===== config.mk =====
export PLATFORM = sky130hd
export DESIGN_NAME = uart_frame_parser
export DESIGN_NICKNAME = d
export VERILOG_FILES = /design/src/rtl/uart_pkg.sv /design/src/rtl/uart_timeout_cnt.sv /design/src/rtl/uart_frame_parser.sv
export SDC_FILE = /design/constraint.sdc
export NUM_CORES = 1
export LEC_CHECK = 0
export ABC_AREA = 1
export ABC_CLOCK_PERIOD_IN_PS = 2000
export BUFFER_PORTS_ARGS = -buffer_cell sky130_fd_sc_hd__buf_2
export CAP_MARGIN = 20
export CORE_MARGIN = 2
export CORE_UTILIZATION = 45
export DETAILED_ROUTE_END_ITERATION = 6
export PLACE_DENSITY = 0.63
export SLEW_MARGIN = 15
export SYNTH_ARGS = -nofsm -noshare
export SYNTH_HDL_FRONTEND = slang
export SYNTH_SLANG_ARGS = --single-unit
export TNS_END_PERCENT = 30

===== constraint.sdc =====
create_clock -name i_clk -period 2 [get_ports i_clk]
set_clock_uncertainty 0.15 [all_clocks]
set_input_delay 0.4 -clock i_clk [delete_from_list [all_inputs] [get_ports i_clk]]
set_output_delay 0.4 -clock i_clk [all_outputs]
set_load 0.01 [all_outputs]

===== src/rtl/uart_pkg.sv =====
// uart_pkg: shared state encoding, error codes and register bundle for the UART frame parser
package uart_pkg;
  typedef enum logic [2:0] {ST_IDLE, ST_CMD, ST_LEN, ST_PAYLOAD, ST_CSUM} state_e;
  localparam logic [1:0] ERR_NONE = 2'd0;
  localparam logic [1:0] ERR_CSUM = 2'd1;
  localparam logic [1:0] ERR_LEN = 2'd2;
  localparam logic [1:0] ERR_TIMEOUT = 2'd3;
  localparam logic [7:0] SYNC_BYTE = 8'hA5;
  typedef struct packed {
    state_e     state;
    logic [7:0] cmd;
    logic [7:0] len;
    logic [7:0] csum;
    logic [7:0] idx;
    logic [7:0] data_byte;
    logic [7:0] data_idx;
    logic       data_valid;
    logic       frame_valid;
    logic       frame_err;
    logic [1:0] err_code;
  } regs_t;
  localparam regs_t REGS_RST = '{state: ST_IDLE, cmd: 8'h0, len: 8'h0, csum: 8'h0, idx: 8'h0,
                                 data_byte: 8'h0, data_idx: 8'h0, data_valid: 1'b0,
                                 frame_valid: 1'b0, frame_err: 1'b0, err_code: ERR_NONE};
endpackage


===== src/rtl/uart_timeout_cnt.sv =====
// uart_timeout_cnt: counts cycles since the last clear while enabled, flags expiry at TimeoutClks-1
module uart_timeout_cnt #(
  parameter int TimeoutClks = 3472
) (
  input  logic i_clk,
  input  logic i_rst_n,
  input  logic i_clr,
  input  logic i_en,
  output logic o_tc
);
  localparam int W = $clog2(TimeoutClks + 1);
  logic [W-1:0] cnt_q, cnt_d;
  // o_tc fires on the cycle whose increment reaches TimeoutClks-1, so the registered error lands on that edge
  always_comb begin
    cnt_d = (i_clr || !i_en) ? '0 : cnt_q + W'(1);
    o_tc = i_en && !i_clr && cnt_q == W'(TimeoutClks - 2);
  end
  always_ff @(posedge i_clk) begin
    if (!i_rst_n) cnt_q <= '0;
    else cnt_q <= cnt_d;
  end
endmodule


===== src/rtl/uart_frame_parser.sv =====
// uart_frame_parser: assembles SYNC/CMD/LEN/payload/CSUM frames from uart_rx byte strobes
module uart_frame_parser
  import uart_pkg::*;
#(
  parameter logic [7:0] SyncByte = SYNC_BYTE,
  parameter int MaxLen = 16,
  parameter int TimeoutClks = 3472
) (
  input  logic       i_clk,
  input  logic       i_rst_n,
  input  logic       i_rx_valid,
  input  logic [7:0] i_rx_byte,
  output logic [7:0] o_cmd,
  output logic [7:0] o_len,
  output logic       o_data_valid,
  output logic [7:0] o_data_byte,
  output logic [7:0] o_data_idx,
  output logic       o_frame_valid,
  output logic       o_frame_err,
  output logic [1:0] o_err_code
);
  regs_t r_q, r_d;
  logic tmo, len_bad, csum_ok;
  assign len_bad = i_rx_byte > 8'(MaxLen);
  assign csum_ok = i_rx_byte == r_q.csum;
  uart_timeout_cnt #(.TimeoutClks(TimeoutClks)) u_tmo (
    .i_clk  (i_clk),
    .i_rst_n(i_rst_n),
    .i_clr  (i_rx_valid),
    .i_en   (r_q.state != ST_IDLE),
    .o_tc   (tmo)
  );
  // a byte strobe always takes priority over a coincident timeout
  always_comb begin
    r_d = r_q;
    r_d.data_valid = 1'b0;
    r_d.frame_valid = 1'b0;
    r_d.frame_err = 1'b0;
    if (i_rx_valid) begin
      case (r_q.state)
        ST_IDLE: r_d.state = i_rx_byte == SyncByte ? ST_CMD : ST_IDLE;
        ST_CMD: begin
          r_d.cmd = i_rx_byte;
          r_d.csum = i_rx_byte;
          r_d.state = ST_LEN;
        end
        ST_LEN: begin
          r_d.len = i_rx_byte;
          r_d.csum = r_q.csum + i_rx_byte;
          r_d.idx = '0;
          r_d.frame_err = len_bad;
          r_d.err_code = len_bad ? ERR_LEN : r_q.err_code;
          r_d.state = len_bad ? ST_IDLE : i_rx_byte == 8'd0 ? ST_CSUM : ST_PAYLOAD;
        end
        ST_PAYLOAD: begin
          r_d.data_valid = 1'b1;
          r_d.data_byte = i_rx_byte;
          r_d.data_idx = r_q.idx;
          r_d.csum = r_q.csum + i_rx_byte;
          r_d.idx = r_q.idx + 8'd1;
          r_d.state = r_q.idx == r_q.len - 8'd1 ? ST_CSUM : ST_PAYLOAD;
        end
        ST_CSUM: begin
          r_d.frame_valid = csum_ok;
          r_d.frame_err = !csum_ok;
          r_d.err_code = csum_ok ? r_q.err_code : ERR_CSUM;
          r_d.state = ST_IDLE;
        end
        default: r_d.state = ST_IDLE;
      endcase
    end else if (tmo) begin
      r_d.frame_err = 1'b1;
      r_d.err_code = ERR_TIMEOUT;
      r_d.state = ST_IDLE;
    end
  end
  always_ff @(posedge i_clk) begin
    if (!i_rst_n) r_q <= REGS_RST;
    else r_q <= r_d;
  end
  assign o_cmd = r_q.cmd;
  assign o_len = r_q.len;
  assign o_data_valid = r_q.data_valid;
  assign o_data_byte = r_q.data_byte;
  assign o_data_idx = r_q.data_idx;
  assign o_frame_valid = r_q.frame_valid;
  assign o_frame_err = r_q.frame_err;
  assign o_err_code = r_q.err_code;
endmodule


==> impl_metrics.ini <==
[outcome]
status = completed

[sta]
fmax_ghz = 0.557
maxSlewViolCount = 0
setup_viol = 0
min_period_ns = 1.80
rsz0062_at_grt = false
max_slew_margin_pct = 69.2
hold_viol_final = 0
setup_tns_ns = 0
finalCritPeriodShare_pct = 89.8
worst_pin_slew_ns = 0.459

[clocking]
clock-root-buffer = clkbuf_8
clk_pin_slew_ns = 0.08
clock_sinks = 68
ctsHtreeMaxLevel = 3
worstSkewPairLatency_ns = 0.34
cts_tree = yes
holdBufCountCts = 0
postCtsSetupBuffers = 0
numCtsBuffers = 9
clock_path_buffers = 2

[synth]
synth_edf_count = 0
synth_warnings = 0
syn-num-nets = 512
synth-main-ff-cell = dfxtp_1
synthCells = 489
synth_seq_cells = 68
yosys.area.top_type = dfxtp_1
synth_area_leaders = dfxtp_1, a21oi_1, buf_4
synth_cell_types = 40
avgSynthCellArea_sq_um = 7.43
yosys.area.top_type_share_pct = 37.5
syn_area_sq_um = 3630
yosysSeqAreaShare_pct = 37.5
async_reset_ff_share_pct = 0

[routing]
avgViaCountPerCell = 5.16
final_antenna_net_count = 0
drc = 0
finalWirelength_um = 8060
num_vias = 3220
wl_per_cell_um = 12.9
drt-pass1-iter-count = 4
drt_iter0_drc = 137

[power_and_ir_drop]
power_per_cell_area_nw_per_um2 = 619
power_mw = 2.47
peakVddDrop_v = 0.000359
leakage_nw = 1.80

[run]
drv_cap = 0

[grt]
grtUsageTotal_pct = 19.4
grt_max_degree = 41
grt_pass1_vias = 2947
grt_pass1_wl_um = 13600
grt-ovfl-total = 0
antenna_found_initial = 0

[critical_path]
end_kind = flop
critical_path.startpoint_type = flop
critPathRequiredTime_ns = 2.12
crit_arrival_ns = 1.91
crit_type = reg2reg
crit_path_max_fanout = 3

[floorplanning]
die_h_um = 93.9
start_util_pct = 46.8
fp.coreArea_sq_um = 7770
die_area_sq_um = 8810
pin_count = 48
fp-row-count = 32
die_x_um = 93.9

[place]
gp_congestion = 0.902
dp.cells = 608
hpwl_um = 6010
port_buffers = 47

[finish]
fin_cells = 624
drive_above_1_share_pct = 19.0
final_core_util_pct = 51.4
area_growth_syn_to_layout_pct = 9.81
final-seq-area_sq_um = 1360
multiInputGateArea_sq_um = 1750
n_antenna_cell = 0
nets = 540
fill_cells = 761

[min_path]
hp-class = in2reg
-- critical path, stage by stage, from the launching register on --
cell and delay [ns]:
dfxtp_1 0.38, ha_1 0.27, nor4_2 0.33, nand4_1 0.16, nand2_1 0.09, nor2_1 0.06, nand2_1 0.11, nand2_1 0.06
a21oi_1 0.12
-- area by class of cell --
class / count / share of cell area [%]
Multi-Input combinational cell: 316 / 43.8
Sequential cell: 68 / 34.1
Timing Repair Buffer: 61 / 8.84
Inverter: 61 / 5.80
Clock buffer: 12 / 3.64
Tap cell: 102 / 3.20
Clock inverter: 4 / 0.627
-- synth_stat cells (all sizes together) (2+ instances only) --
cell type  instances
xnor2              6
dfxtp             68
o21ai             49
inv               59
nor4               6
xor2               8
or2                3
nand2             66
nor3               8
a21oi             58
o21bai             2
ha                11
buf               39
nand4              7
clkbuf             5
a32oi              3
a31oi              2
nand3             25
clkinv             2
nor2              51
-- power breakdown --
part	internal, mW	switching (mW)	total, mW
Combinational	0.0337	0.0752	0.109
Sequential	1.35	0.000476	1.35
Clock	0.481	0.528	1.01
Total	1.87	0.603	2.47
-- repair_timing --
action	CTS	global route
endpoints found under the setup margin	0	6
hold endpoints to repair	0	0
gates resized for setup	0	3
-- flip-flops by register name, summed over array words and instances, names as in the netlist --
name	flops
o_frame_valid	1
r_q	19
o_frame_err	1
o_len	8
u_tmo.cnt_q	12
o_err_code	2
o_data_valid	1
o_data_idx	8
o_cmd	8
o_data_byte	8
-- logic make-up after synthesis --
logic type / share of synthesized area, %
adder cells (fa/ha/maj): 4.34
buffers and inverters: 14.7
AO/OA/AOI/OAI: 17.9
XOR/XNOR: 3.37
AND/OR/NAND/NOR: 22.3
flip-flops: 37.5
-- placed cells by master, fill, tap and decap left out, types with 8 or more instances in the layout --
cell type   n
a21oi_1    58
buf_2      47
buf_4      13
clkbuf_8   10
dfxtp_1    68
ha_1       11
inv_1      50
inv_2       9
nand2_1    65
nand3_1    25
nor2_1     44
o21ai_0    48
xor2_1      8
-- metrics by stage --
step / cell area, sq um / worst slack, ns / hold slack, ns
4_1_cts: 3980 / 0.133 / 0.195
5_1_grt: 3990 / 0.0117 / 0.213
2_1_floorplan: 3630 / 0.269 / 0.280
3_3_place_gp: 3810 / 0.00446 / 0.299
3_5_place_dp: 3810 / -0.0636 / 0.303
6_report: 3990 / 0.204 / 0.203
-- path summary, 6_finish.rpt --
check                                               start                          to  slack, ns  cells past startpoint
worst min-delay path                         i_rx_byte[0]        r_q[29]$_SDFFE_PN0P_       0.20                      3
worst max-delay path                 r_q[30]$_SDFFE_PN0P_  o_err_code[0]$_SDFFE_PN0P_       0.20                      8
worst min register to register  u_tmo.cnt_q[0]$_SDFF_PP0_   u_tmo.cnt_q[0]$_SDFF_PP0_       0.32                      1
worst max register to register       r_q[30]$_SDFFE_PN0P_  o_err_code[0]$_SDFFE_PN0P_       0.20                      8
-- per-layer routing --
metal / GRT usage (%) / up-vias / wire [um]
li1: - / 1647 / -
met1: 25.5 / 1489 / 3920
met2: 32.1 / 74 / 3710
met3: 3.85 / 10 / 331
met4: 6.16 / 0 / 93
met5: 0 / - / 0
No activity file was read; power rests on OpenSTA's default activity.
